`src/rtl/write_through_buffer_pkg.sv`:
```
//==============================================================================
// Module      : write_through_buffer_pkg
// Description : Shared types for the write-through buffer: back-end FSM state
//               encodings and an entry-width helper.
// Revision    : 1.0 - initial release
//==============================================================================
`default_nettype none

package write_through_buffer_pkg;

  // Back-end request FSM states
  typedef enum logic [0:0] {
    WB_IDLE  = 1'b0,
    WB_WRITE = 1'b1
  } wb_state_e;

  // Width of one stored entry: word address + data + byte strobes
  function automatic int unsigned wb_entry_width(
    input int unsigned addr_w,
    input int unsigned data_w,
    input int unsigned nbytes
  );
    return addr_w + data_w + nbytes;
  endfunction

endpackage

`default_nettype wire

```
`src/rtl/write_through_buffer_wb_regfile.sv`:
```
//==============================================================================
// Module      : wb_regfile
// Description : Entry storage for the write-through buffer. One synchronous
//               write port, two combinational read ports at raddr and
//               raddr+1 (modulo depth) so the back-end can prefetch the next
//               entry in the same cycle the current one is accepted.
// Revision    : 1.0 - initial release
//==============================================================================
`default_nettype none

module wb_regfile #(
  parameter int unsigned ENTRY_W = 64,
  parameter int unsigned DEPTH_W = 2
) (
  input  logic               clk,
  input  logic               we,
  input  logic [DEPTH_W-1:0] waddr,
  input  logic [ENTRY_W-1:0] wdata,
  input  logic [DEPTH_W-1:0] raddr,
  output logic [ENTRY_W-1:0] rdata0,
  output logic [ENTRY_W-1:0] rdata1
);

  localparam int unsigned DEPTH = 1 << DEPTH_W;

  logic [ENTRY_W-1:0] mem_q [DEPTH];
  logic [DEPTH_W-1:0] w_raddr_next;

  // Wraps naturally because the pointer width equals log2(depth)
  assign w_raddr_next = raddr + DEPTH_W'(1);

  // Array contents carry no reset; validity is tracked by the level counter
  always_ff @(posedge clk) begin
    if (we) begin
      mem_q[waddr] <= wdata;
    end
  end

  assign rdata0 = mem_q[raddr];
  assign rdata1 = mem_q[w_raddr_next];

endmodule

`default_nettype wire

```
`src/rtl/write_through_buffer.sv`:
```
//==============================================================================
// Module      : write_through_buffer
// Description : Queues word writes from the cache front-end and drains them in
//               order to the back-end memory port over valid/ready. An entry
//               stays counted in the level until memory accepts it, so
//               wb_empty means every write has landed.
// Revision    : 1.0 - initial release
//==============================================================================
`default_nettype none

module write_through_buffer
  import write_through_buffer_pkg::*;
#(
  parameter int unsigned FE_ADDR_W  = 32,
  parameter int unsigned FE_DATA_W  = 32,
  parameter int unsigned FE_NBYTES  = FE_DATA_W / 8,
  parameter int unsigned FE_BYTE_W  = $clog2(FE_NBYTES),
  parameter int unsigned WB_DEPTH_W = 2
) (
  input  logic                           clk,
  input  logic                           reset,
  input  logic                           wb_push,
  input  logic [FE_ADDR_W-FE_BYTE_W-1:0] wb_addr,
  input  logic [FE_DATA_W-1:0]           wb_wdata,
  input  logic [FE_NBYTES-1:0]           wb_wstrb,
  output logic                           wb_full,
  output logic                           wb_empty,
  output logic [WB_DEPTH_W:0]            wb_level,
  output logic                           wb_overflow,
  output logic                           mem_valid,
  output logic [FE_ADDR_W-1:0]           mem_addr,
  output logic [FE_DATA_W-1:0]           mem_wdata,
  output logic [FE_NBYTES-1:0]           mem_wstrb,
  input  logic                           mem_ready
);

  localparam int unsigned WORD_AW = FE_ADDR_W - FE_BYTE_W;
  localparam int unsigned ENTRY_W = wb_entry_width(WORD_AW, FE_DATA_W, FE_NBYTES);
  localparam logic [WB_DEPTH_W:0] FULL_LEVEL = (WB_DEPTH_W + 1)'(1 << WB_DEPTH_W);
  localparam logic [WB_DEPTH_W:0] LEVEL_ONE  = (WB_DEPTH_W + 1)'(1);
  localparam logic [WB_DEPTH_W:0] LEVEL_TWO  = (WB_DEPTH_W + 1)'(2);
  localparam logic [WB_DEPTH_W-1:0] PTR_ONE  = WB_DEPTH_W'(1);

  // Queue bookkeeping
  logic [WB_DEPTH_W-1:0] rd_ptr_q, rd_ptr_d;
  logic [WB_DEPTH_W-1:0] wr_ptr_q, wr_ptr_d;
  logic [WB_DEPTH_W:0]   level_q, level_d;
  logic                  overflow_q, overflow_d;

  // Back-end FSM and registered request payload
  wb_state_e             state_q, state_d;
  logic                  mem_valid_q, mem_valid_d;
  logic [WORD_AW-1:0]    mem_addr_q, mem_addr_d;
  logic [FE_DATA_W-1:0]  mem_wdata_q, mem_wdata_d;
  logic [FE_NBYTES-1:0]  mem_wstrb_q, mem_wstrb_d;

  logic                  w_full;
  logic                  w_push_ok;
  logic                  w_pop;
  logic [ENTRY_W-1:0]    w_push_entry;
  logic [ENTRY_W-1:0]    w_rd_entry0;
  logic [ENTRY_W-1:0]    w_rd_entry1;

  // Full comes from the registered level only, so a pop in the same cycle
  // never makes room for a push; this keeps wb_push off any output path.
  assign w_full       = (level_q == FULL_LEVEL);
  assign w_push_ok    = wb_push & ~w_full;
  assign w_pop        = mem_valid_q & mem_ready;
  assign w_push_entry = {wb_addr, wb_wdata, wb_wstrb};

  wb_regfile #(
    .ENTRY_W (ENTRY_W),
    .DEPTH_W (WB_DEPTH_W)
  ) u_regfile (
    .clk    (clk),
    .we     (w_push_ok),
    .waddr  (wr_ptr_q),
    .wdata  (w_push_entry),
    .raddr  (rd_ptr_q),
    .rdata0 (w_rd_entry0),
    .rdata1 (w_rd_entry1)
  );

  // Pointer, level and sticky overflow next-state
  always_comb begin
    wr_ptr_d   = wr_ptr_q;
    rd_ptr_d   = rd_ptr_q;
    level_d    = level_q;
    overflow_d = overflow_q | (wb_push & w_full);
    if (w_push_ok) begin
      wr_ptr_d = wr_ptr_q + PTR_ONE;
    end
    if (w_pop) begin
      rd_ptr_d = rd_ptr_q + PTR_ONE;
    end
    case ({w_push_ok, w_pop})
      2'b10:   level_d = level_q + LEVEL_ONE;
      2'b01:   level_d = level_q - LEVEL_ONE;
      default: level_d = level_q;
    endcase
  end

  // Back-end FSM: issue the head entry, and on acceptance prefetch the next
  // one (rd_ptr+1) so a full queue drains without bubbles.
  always_comb begin
    state_d     = state_q;
    mem_valid_d = mem_valid_q;
    mem_addr_d  = mem_addr_q;
    mem_wdata_d = mem_wdata_q;
    mem_wstrb_d = mem_wstrb_q;
    case (state_q)
      WB_IDLE: begin
        if (level_q != '0) begin
          state_d     = WB_WRITE;
          mem_valid_d = 1'b1;
          {mem_addr_d, mem_wdata_d, mem_wstrb_d} = w_rd_entry0;
        end
      end
      WB_WRITE: begin
        if (mem_ready) begin
          if (level_q >= LEVEL_TWO) begin
            {mem_addr_d, mem_wdata_d, mem_wstrb_d} = w_rd_entry1;
          end else begin
            // A push landing this cycle is issued from idle next cycle
            state_d     = WB_IDLE;
            mem_valid_d = 1'b0;
          end
        end
      end
      default: begin
        state_d     = WB_IDLE;
        mem_valid_d = 1'b0;
      end
    endcase
  end

  // All state registers; reset discards queued and in-flight writes
  always_ff @(posedge clk or negedge reset) begin
    if (!reset) begin
      rd_ptr_q    <= '0;
      wr_ptr_q    <= '0;
      level_q     <= '0;
      overflow_q  <= 1'b0;
      state_q     <= WB_IDLE;
      mem_valid_q <= 1'b0;
      mem_addr_q  <= '0;
      mem_wdata_q <= '0;
      mem_wstrb_q <= '0;
    end else begin
      rd_ptr_q    <= rd_ptr_d;
      wr_ptr_q    <= wr_ptr_d;
      level_q     <= level_d;
      overflow_q  <= overflow_d;
      state_q     <= state_d;
      mem_valid_q <= mem_valid_d;
      mem_addr_q  <= mem_addr_d;
      mem_wdata_q <= mem_wdata_d;
      mem_wstrb_q <= mem_wstrb_d;
    end
  end

  assign wb_full     = w_full;
  assign wb_empty    = (level_q == '0);
  assign wb_level    = level_q;
  assign wb_overflow = overflow_q;
  assign mem_valid   = mem_valid_q;
  assign mem_addr    = {mem_addr_q, {FE_BYTE_W{1'b0}}};
  assign mem_wdata   = mem_wdata_q;
  assign mem_wstrb   = mem_wstrb_q;

endmodule

`default_nettype wire

```
`config.mk`:
```
export PLATFORM = sky130hd
export DESIGN_NAME = write_through_buffer
export DESIGN_NICKNAME = d
export VERILOG_FILES = /design/src/rtl/write_through_buffer_pkg.sv /design/src/rtl/write_through_buffer_wb_regfile.sv /design/src/rtl/write_through_buffer.sv
export SDC_FILE = /design/constraint.sdc
export NUM_CORES = 1
export LEC_CHECK = 0
export BUFFER_PORTS_ARGS = -buffer_cell sky130_fd_sc_hd__buf_2
export CORE_UTILIZATION = 50
export DETAILED_ROUTE_END_ITERATION = 8
export PLACE_DENSITY = 0.72
export SYNTH_ARGS = -nofsm -noshare
export SYNTH_HDL_FRONTEND = slang
export SYNTH_SLANG_ARGS = --single-unit
```
`constraint.sdc`:
```
create_clock -name clk -period 2.7 [get_ports clk]
set_input_delay 0.405 -clock clk [delete_from_list [all_inputs] [get_ports clk]]
set_output_delay 0.405 -clock clk [all_outputs]
set_load 0.05 [all_outputs]
```
==> impl_metrics.json, run 1 <==
{
  "synth-edff-count": 264,
  "path_clk_slew_ns": 0.06,
  "yosysTopAreaCellShare": 0.507,
  "fp.coreArea_mm2": 0.0307,
  "layout-drive-gt1-share": 0.445,
  "die_h_um": 179,
  "synth-adder-area-share": 0.00528,
  "setup_viol": 0,
  "crit_path_start_kind": "register",
  "via_per_inst": 5.85,
  "slew-limit-headroom": 0.594,
  "synth_cell_types": 42,
  "syn-cell-area_mm2": 0.0156,
  "numClockSinks": 340,
  "num_io_pins": 145,
  "yosys-top-cells-count": "edfxtp_1 (264), mux2_1 (81), dfrtp_1 (76), nand2_1 (68)",
  "yosys.area_share.simple": 0.0489,
  "synth-warning-count": 0,
  "cts_tree": "yes",
  "yosysMostFrequentCell": "edfxtp_1",
  "avgSynthCellArea_um2": 17.1,
  "synth_seq_cells": 340,
  "drc": 0,
  "portBuffers": 142,
  "synth_top_family_by_area": "multiplexers",
  "num_rows": 64,
  "fp.dieArea_mm2": 0.0320,
  "grt_pass1_wl_um": 49800,
  "rsz0062_at_grt": "false",
  "first_global_vias": 8973,
  "hold_path.class": "in2reg",
  "irDropWorstVdd_mv": 0.751,
  "num_vias": 8676,
  "path_class": "reg2reg",
  "hpwl_um": 20000,
  "track_usage": 0.205,
  "dp.cells": 1412,
  "ant_nets": 0,
  "synth.largest_area_cell": "edfxtp_1",
  "skew_ns": 0.0229,
  "cap_violations": 0,
  "period_share": 0.777,
  "hold_violations": 0,
  "p_per_area_mw_per_mm2": 1280,
  "path_max_fanout": 7,
  "cts-buffers-inserted": 36,
  "netlist_instances": 913,
  "p_leak_nw": 6.38,
  "start_util": 0.510,
  "nets": 1131,
  "wire_per_inst_um": 21.8,
  "clkLatencyLatePin_ns": 0.52,
  "crit_path_end_kind": "register",
  "worstPathArrival_ns": 2.53,
  "dieWidth_um": 179,
  "grt_start_max_net_pins": 47,
  "gp_congestion": 0.748,
  "cp.required_ns": 3.13,
  "outcome": "completed",
  "drt_wl_total_um": 32300,
  "area_growth_syn_to_layout_pct": 14.4,
  "drtPass1Iterations": 5,
  "antenna_found_initial": 7,
  "worst_slack_ns": 0.601,
  "synth_async_sr_flop_share": 0.224,
  "ys.flop_type": "edfxtp_1",
  "drv_slew": 0,
  "gr-total-overflow": 0,
  "final_cells": 1482,
  "muxShareOfSynthArea": 0.191,
  "timing.final.crit_period_ns": 2.10,
  "total_power_mw": 22.9,
  "synth_area_leaders": "edfxtp_1 (51%), dfrtp_1 (12%), mux4_2 (9.4%), mux2_1 (5.8%), o31ai_2 (5.1%)",
  "seq_area_frac_synth": 0.629,
  "cts_root_buffer": "clkbuf_16",
  "drtIter0Drc": 498,
  "synth_xor_area_frac": 0.00336,
  "post-place-ws_ns": 0.600,
  "worst_slew_pin_slew_ns": 0.610,
  "htree_num_levels": 2,
  "cts_buffer_depth": 3,
  "fmaxAchievable_ghz": 0.477,
  "synth-compound-area-share": 0.0821
}
## worst paths after layout
check                                             start                                to  slack [ns]  depth (start not counted)
worst max-delay path            wb_level[0]$_DFFE_PN0P_           wb_level[2]$_DFFE_PN0P_        0.60                         10
worst min-delay path                       wb_wdata[26]  u_regfile.mem_q[3][30]$_DFFE_PP_         0.1                          1
worst max register to register  wb_level[0]$_DFFE_PN0P_           wb_level[2]$_DFFE_PN0P_        0.60                         10
worst min register to register    wb_overflow$_DFF_PN0_             wb_overflow$_DFF_PN0_        0.47                          1
max in group asynchronous                         reset                 state_q$_DFF_PN0_        1.63                          3
min in group asynchronous                         reset         mem_addr_q[4]$_DFFE_PN0P_        0.39                          2
## flip-flops by register name, summed over array words and instances (netlist names)
register and count:
mem_wdata 32, wb_overflow 1, mem_wstrb 4, wr_ptr_q 2
rd_ptr_q 2, u_regfile.mem_q 264, mem_addr_q 30, state_q 1
wb_level 3, mem_valid 1
## power by group
part           internal, mW  switching, mW
logic                  3.92           6.14
clock network          2.76           1.94
registers              7.18          0.942
## cell type report
class	count	area, um2
sequential	340	9840
timing repair buffer	171	1160
antenna	4	10.0
multi-input combinational	499	5210
clock buffer	52	1030
fill	2309	12800
inverter	7	26.3
tap	396	495
clock inverter	13	108
## logic make-up (layout without fill, tap and decap cells)
group / count (synthesis) / in the layout
mux: 199 / 199
xor+xnor: 6 / 6
flops: 340 / 340
other cells: 1 / 6
simple gates: 148 / 148
buf+inv: 75 / 243
compound gates: 138 / 138
fa+ha+maj: 6 / 6
## cells in the final DEF, fill, tap and decap left out, drive strengths merged, types with 4 or more instances in the layout
| cell type | netlist | routed |
|---|---|---|
| dfrtp | 76 | 76 |
| diode | 0 | 4 |
| mux4 | 66 | 66 |
| ha | 5 | 5 |
| o22ai | 65 | 65 |
| and2 | 5 | 5 |
| edfxtp | 264 | 264 |
| clkinv | 0 | 9 |
| nand2 | 69 | 69 |
| clkbuf | 1 | 52 |
| inv | 7 | 8 |
| mux2 | 131 | 131 |
| nor2 | 67 | 67 |
| buf | 67 | 170 |
| o31ai | 65 | 65 |
## metal layers
metal | track usage | part of all wire | vias to the layer above
met5 | 0 | 0.0011 | -
li1 | - | - | 3894
met4 | 0.0618 | 0.021 | 6
met2 | 0.342 | 0.49 | 252
met3 | 0.0388 | 0.058 | 59
met1 | 0.274 | 0.43 | 4465
## per-stage QoR
stage               setup TNS, ns  instance area, um2  hold WS, ns   util
floorplan                  -24.72               15600        0.109      -
detailed placement              0               16700        0.404  0.545
finish                          0               17900       0.0997  0.583
CTS                             0               17900       0.0770  0.583
global placement                0               16700        0.403  0.545
global route                    0               17900       0.0879  0.583
## worst max-delay path: stages, from the launching register on
cell and delay, ns:
dfrtp_1 0.47, inv_2 0.11, and3_1 0.25, nor2b_4 0.09
inv_2 0.05, ha_1 0.19, inv_1 0.07, fa_1 0.37
xor2_1 0.15, nor2_1 0.12, xor2_1 0.15
## what timing repair did
item                                   CTS  global route
setup buffers                            0             0
hold buffers                             1             0
setup endpoints to repair                0             0
resized for setup                        0             0
endpoints found under the hold margin   27             0
No activity file was read; power rests on OpenSTA's default activity.
==> run 2: changes to the inputs <==
==> constraint.sdc (replaced) <==
create_clock -name clk -period 1.9 [get_ports clk]
set_input_delay 0.285 -clock clk [delete_from_list [all_inputs] [get_ports clk]]
set_output_delay 0.285 -clock clk [all_outputs]
set_load 0.05 [all_outputs]
==> run 2 against run 1 <==
Against the previous run: utilization rose by 3.2 points; sequential power rose by 39%; hold slack got worse by 0.072 ns; register-to-register slack got worse by 0.52 ns; largest cell class unchanged; die area did not move; sequential share of layout area fell by 2.8 points; largest power group unchanged; wire length fell by 0.90%; via count rose by 2.0%; sequential cell count did not move; first-iteration DRC count rose by 2.8%.
==> impl_metrics.json, run 2 (synthesis results as in run 1) <==
{
  "slew-limit-headroom": 0.623,
  "pwr-share-seq": 0.338,
  "hold_path.class": "in2reg",
  "cp_slowest_cell": "dfrtp_4",
  "p_leak_nw": 6.79,
  "num_vias": 8847,
  "p_sw_frac": 0.387,
  "cts_buffer_depth": 3,
  "setup-tns-final_ns": 0,
  "critPathMaxStageDelay_ns": 0.48,
  "ant_nets": 0,
  "drtPass1Iterations": 4,
  "gr-total-overflow": 0,
  "path_max_fanout": 6,
  "p_int_mw": 20.4,
  "cts-buffers-inserted": 37,
  "layout-drive-gt1-share": 0.434,
  "fp.coreArea_mm2": 0.0307,
  "total_power_mw": 33.3,
  "fmaxAchievable_ghz": 0.545,
  "path_class": "reg2out",
  "mostFrequentLayoutCells": "edfxtp_1 (264), buf_2 (140), mux2_1 (81)",
  "p_per_area_mw_per_mm2": 1770,
  "start_util": 0.510,
  "area_growth_syn_to_layout_pct": 20.6,
  "worst_slew_pin_slew_ns": 0.565,
  "cp.required_ns": 1.62,
  "cts_root_buffer": "clkbuf_16",
  "final_cells": 1567,
  "outcome": "completed",
  "post_cts_buffers": 0,
  "nets": 1214,
  "portBuffers": 142,
  "track_usage": 0.206,
  "die_h_um": 179,
  "post-place-ws_ns": 0.0530,
  "clkLatencyLatePin_ns": 0.52,
  "htree_num_levels": 2,
  "crit_path_end_kind": "output port",
  "hold_violations": 0,
  "crit_path_cell_trace": "buf_4, nor3_1, buf_4",
  "grt_start_max_net_pins": 56,
  "crit_path_start_kind": "register",
  "via_per_inst": 5.65,
  "drtIter0Drc": 512,
  "rsz0062_at_grt": "true",
  "drt_wl_total_um": 32000,
  "wire_per_inst_um": 20.4,
  "irDropWorstVdd_mv": 1.28,
  "drc": 0,
  "power.clock.fraction": 0.207,
  "period_share": 0.966,
  "cts_tree": "yes",
  "fp.dieArea_mm2": 0.0320,
  "num_io_pins": 145,
  "worstPathArrival_ns": 1.55,
  "combPwrFrac": 0.454,
  "antenna_found_initial": 4,
  "largest_reg_flops": 264,
  "first_global_vias": 9360,
  "path_buf_inv": 2,
  "numClockSinks": 340,
  "hpwl_um": 20000,
  "grt_pass1_wl_um": 50200,
  "regMostFlops": "u_regfile.mem_q",
  "fin_hold_ws_ns": 0.0274,
  "num_rows": 64,
  "timing.final.crit_period_ns": 1.83,
  "switchingPower_mw": 12.9,
  "cp_common_cell": "buf_4",
  "path_clk_slew_ns": 0.06,
  "dp.cells": 1429,
  "drv_slew": 0,
  "mostFrequentLayoutCell": "edfxtp_1",
  "gp_congestion": 0.744,
  "cap_violations": 0,
  "skew_ns": 0.0165,
  "critPathTopFamily": "flip-flops",
  "worst_slack_ns": 0.0654,
  "dieWidth_um": 179,
  "setup_viol": 0
}
[run 2: cell count changes in the layout (fill, tap and decap cells not counted), moves of 2 or more]
| cell | change |
|---|---|
| clkbuf_16 | +3 |
| dfrtp_2 | +2 |
| dfrtp_1 | -3 |
| dlygate4sd3_1 | +65 |
| buf_4 | +9 |
| inv_1 | -2 |
| buf_12 | +8 |
[run 2: timing repair]
| item | 4_1_cts | 5_1_grt |
|---|---|---|
| resized for setup | 0 | 4 |
| hold buffers | 66 | 0 |
| endpoints found under the hold margin | 285 | 0 |
| endpoints found under the setup margin | 0 | 5 |
[run 2: power by group through the flow]
stage,sequential (mW),combinational [mW],clock (mW)
final,11.3,15.1,6.90
after global routing,11.5,16.2,7.35
after CTS,11.3,15.3,7.04
after detailed placement,11.4,15.1,0
after global placement,11.3,15.0,0
after floorplan,13.7,9.37,0
[run 2: final cells by class]
class,count,area [um2]
fillers,2210,11800
flip-flops and latches,340,9850
clock inverters,13,96.3
diodes,4,10.0
clock buffers,55,1100
inverters,7,28.8
well taps,396,495
multi-input cells,499,5230
repair buffers,253,2040
[run 2: stage by stage]
step,cell area [um2],util
final,18800,0.614
after global routing,18800,0.614
after CTS,18800,0.614
after detailed placement,17000,0.553
after global placement,17000,0.553
after floorplan,15700,-
[run 2: worst paths after layout]
check / start / to / slack, ns / cells after the start
worst max-delay path: wb_level[0]$_DFFE_PN0P_ / wb_empty / 0.07 / 3
worst min-delay path: wb_wdata[17] / u_regfile.mem_q[2][21]$_DFFE_PP_ / 0.03 / 1
worst max register to register: wb_level[0]$_DFFE_PN0P_ / wb_level[2]$_DFFE_PN0P_ / 0.08 / 10
worst min register to register: wb_overflow$_DFF_PN0_ / wb_overflow$_DFF_PN0_ / 0.47 / 1
max in group asynchronous: reset / mem_wdata[7]$_DFFE_PN0P_ / 0.98 / 3
min in group asynchronous: reset / mem_addr_q[8]$_DFFE_PN0P_ / 0.33 / 2
[run 2: metal layers]
metal  track usage  vias to the layer above  part of all wire  wire length, um
li1              -                     4063                 -                -
met5             0                        -                 0                0
met1         0.265                     4539              0.43            13800
met4        0.0611                        0             0.018              569
met3        0.0344                       41             0.043             1370
met2         0.356                      204              0.51            16300
==> run 3: changes to the inputs <==
--- a/config.mk
+++ b/config.mk
@@ -6,9 +6,8 @@
 export NUM_CORES = 1
 export LEC_CHECK = 0
 export BUFFER_PORTS_ARGS = -buffer_cell sky130_fd_sc_hd__buf_2
-export CORE_UTILIZATION = 50
+export CORE_UTILIZATION = 25
 export DETAILED_ROUTE_END_ITERATION = 8
-export PLACE_DENSITY = 0.72
 export SYNTH_ARGS = -nofsm -noshare
 export SYNTH_HDL_FRONTEND = slang
 export SYNTH_SLANG_ARGS = --single-unit
==> run 3 against run 2 <==
Against the previous run: sequential power barely moved; sequential cell count stayed put; utilization shrank 30 points; register-to-register slack worse by 0.02 ns; global-route usage is 8.5 points lower; total power up 5.5%; count of clock-buffer cells in the layout is 1 higher; combinational power increased by 3%; first-iteration DRC count shrank 19%; cell count up 29%; via count rose by 1.4%; design area grew 4.4%; critical path type is now reg2reg; largest cell class unchanged; highest routed layer is now met5.
==> impl_metrics.json, run 3 (synthesis results as in run 1) <==
{
  "grt_pass1_wl_um": 57300,
  "gr-total-overflow": 0,
  "num_io_pins": 145,
  "cts_root_buffer": "clkbuf_16",
  "crit_path_start_kind": "register",
  "path_class": "reg2reg",
  "setup.worst_path.start": "wb_level[0]$_DFFE_PN0P_",
  "path_clk_slew_ns": 0.06,
  "mostFrequentLayoutCell": "edfxtp_1",
  "fp.coreArea_mm2": 0.0617,
  "die_h_um": 252,
  "grt_start_max_net_pins": 70,
  "min-delay-start": "mem_ready",
  "via_per_inst": 4.45,
  "post-route-util": 0.319,
  "slew-limit-headroom": 0.561,
  "drv_slew": 0,
  "regMostFlops": "u_regfile.mem_q",
  "area_growth_syn_to_layout_pct": 25.9,
  "start_util": 0.253,
  "nets": 1219,
  "post-place-ws_ns": 0.0424,
  "htree_num_levels": 2,
  "period_share": 0.970,
  "first_global_vias": 9574,
  "fp.dieArea_mm2": 0.0635,
  "nFillCells": 6120,
  "regArea_mm2": 0.00985,
  "cts_buffer_depth": 3,
  "crit_path_end_kind": "register",
  "hold_path.class": "in2reg",
  "path_max_fanout": 2,
  "rsz0062_at_grt": "true",
  "numClockSinks": 340,
  "cts_tree": "yes",
  "cp.required_ns": 2.32,
  "worst_slack_ns": 0.0573,
  "antenna_found_initial": 7,
  "timing.final.crit_period_ns": 1.84,
  "drt_wl_total_um": 38000,
  "fin_hold_ws_ns": 0.0873,
  "setup_viol": 0,
  "mostFrequentLayoutCells": "edfxtp_1 (264), buf_2 (139), mux2_1 (81)",
  "p_per_area_mw_per_mm2": 1780,
  "layout-drive-gt1-share": 0.436,
  "final_cell_area_mm2": 0.0197,
  "fmaxAchievable_ghz": 0.543,
  "cap_violations": 0,
  "drtIter0Drc": 417,
  "skew_ns": 0.0182,
  "num_rows": 91,
  "drc": 0,
  "worst_slew_pin_slew_ns": 0.659,
  "drtPass1Iterations": 4,
  "timing.rr.start": "wb_level[0]$_DFFE_PN0P_",
  "worstPathArrival_ns": 2.26,
  "portBuffers": 142,
  "p_leak_nw": 6.92,
  "gp_congestion": 0.714,
  "wire_per_inst_um": 18.8,
  "num_vias": 8971,
  "clkLatencyLatePin_ns": 0.55,
  "place_area_mm2": 0.0175,
  "hpwl_um": 23200,
  "multi_input_area_mm2": 0.00524,
  "cts-buffers-inserted": 41,
  "track_usage": 0.121,
  "setup-tns-final_ns": 0,
  "hold_violations": 0,
  "irDropWorstVdd_mv": 1.07,
  "ant_nets": 0,
  "largest_reg_flops": 264,
  "outcome": "completed",
  "dieWidth_um": 252
}
==> run 3: changes by cell type in the layout (fill, tap and decap cells not counted), moves of 2 or more <==
| cell | before | now |
|---|---|---|
| bufinv_16 | 1 | 7 |
| clkbuf_16 | 39 | 43 |
| clkbuf_8 | 6 | 3 |
| buf_4 | 20 | 18 |
| clkinv_1 | 3 | 5 |
| clkinv_2 | 6 | 4 |
| dlygate4sd3_1 | 66 | 68 |
| inv_6 | 1 | 3 |
==> run 3: timing repair <==
item	in CTS	in global routing
pin swaps	1	2
gates resized for setup	8	1
hold endpoints to repair	286	0
setup endpoints to repair	2	2
hold buffers	68	0
setup buffers	0	3
==> run 3: final cells by class <==
type                            count  share of cell area
Antenna cell                        4            0.000509
Clock buffer                       56              0.0587
Sequential cell                   340               0.500
Tap cell                          837              0.0532
Multi-Input combinational cell    499               0.266
Inverter                            7             0.00146
Timing Repair Buffer              254               0.105
Clock inverter                     20              0.0144
==> run 3: metal layers <==
layer,routed length (um),part of all wire,track usage
met4,1080,0.029,0.0435
met1,16000,0.42,0.142
met3,1790,0.047,0.0291
met2,19100,0.50,0.212
met5,69,0.0018,0
==> run 3: power breakdown <==
part           switching [mW]  internal [mW]
Clock                    3.07           5.21
Sequential               1.16           10.2
Combinational            9.36           6.11
==> run 3: worst paths after layout <==
kind / endpoint / slack, ns / cells after the start
setup reg to reg: wb_level[2]$_DFFE_PN0P_ / 0.06 / 10
hold reg to reg: wb_overflow$_DFF_PN0_ / 0.46 / 1
hold / removal: state_q$_DFF_PN0_ / 0.09 / 4
min in group asynchronous: mem_addr_q[0]$_DFFE_PN0P_ / 0.25 / 2
setup / recovery: wb_level[2]$_DFFE_PN0P_ / 0.06 / 10
max in group asynchronous: mem_addr_q[13]$_DFFE_PN0P_ / 1.01 / 3
==> run 3: stage by stage <==
step,total power [mW],std cells
4_1_cts,35.7,2010
3_5_place_dp,27.1,1866
3_3_place_gp,26.7,1866
2_1_floorplan,23.1,914
5_1_grt,37.0,2016
6_report,35.1,2017
==> run 3: critical path, cell delays in order, from the launching register on <==
cell	delay, ns
dfrtp_4	0.48
inv_4	0.06
and3_4	0.19
nor2b_4	0.04
inv_2	0.05
ha_4	0.13
inv_2	0.04
fa_2	0.33
xor2_1	0.18
nor2_1	0.07
xor2_1	0.16
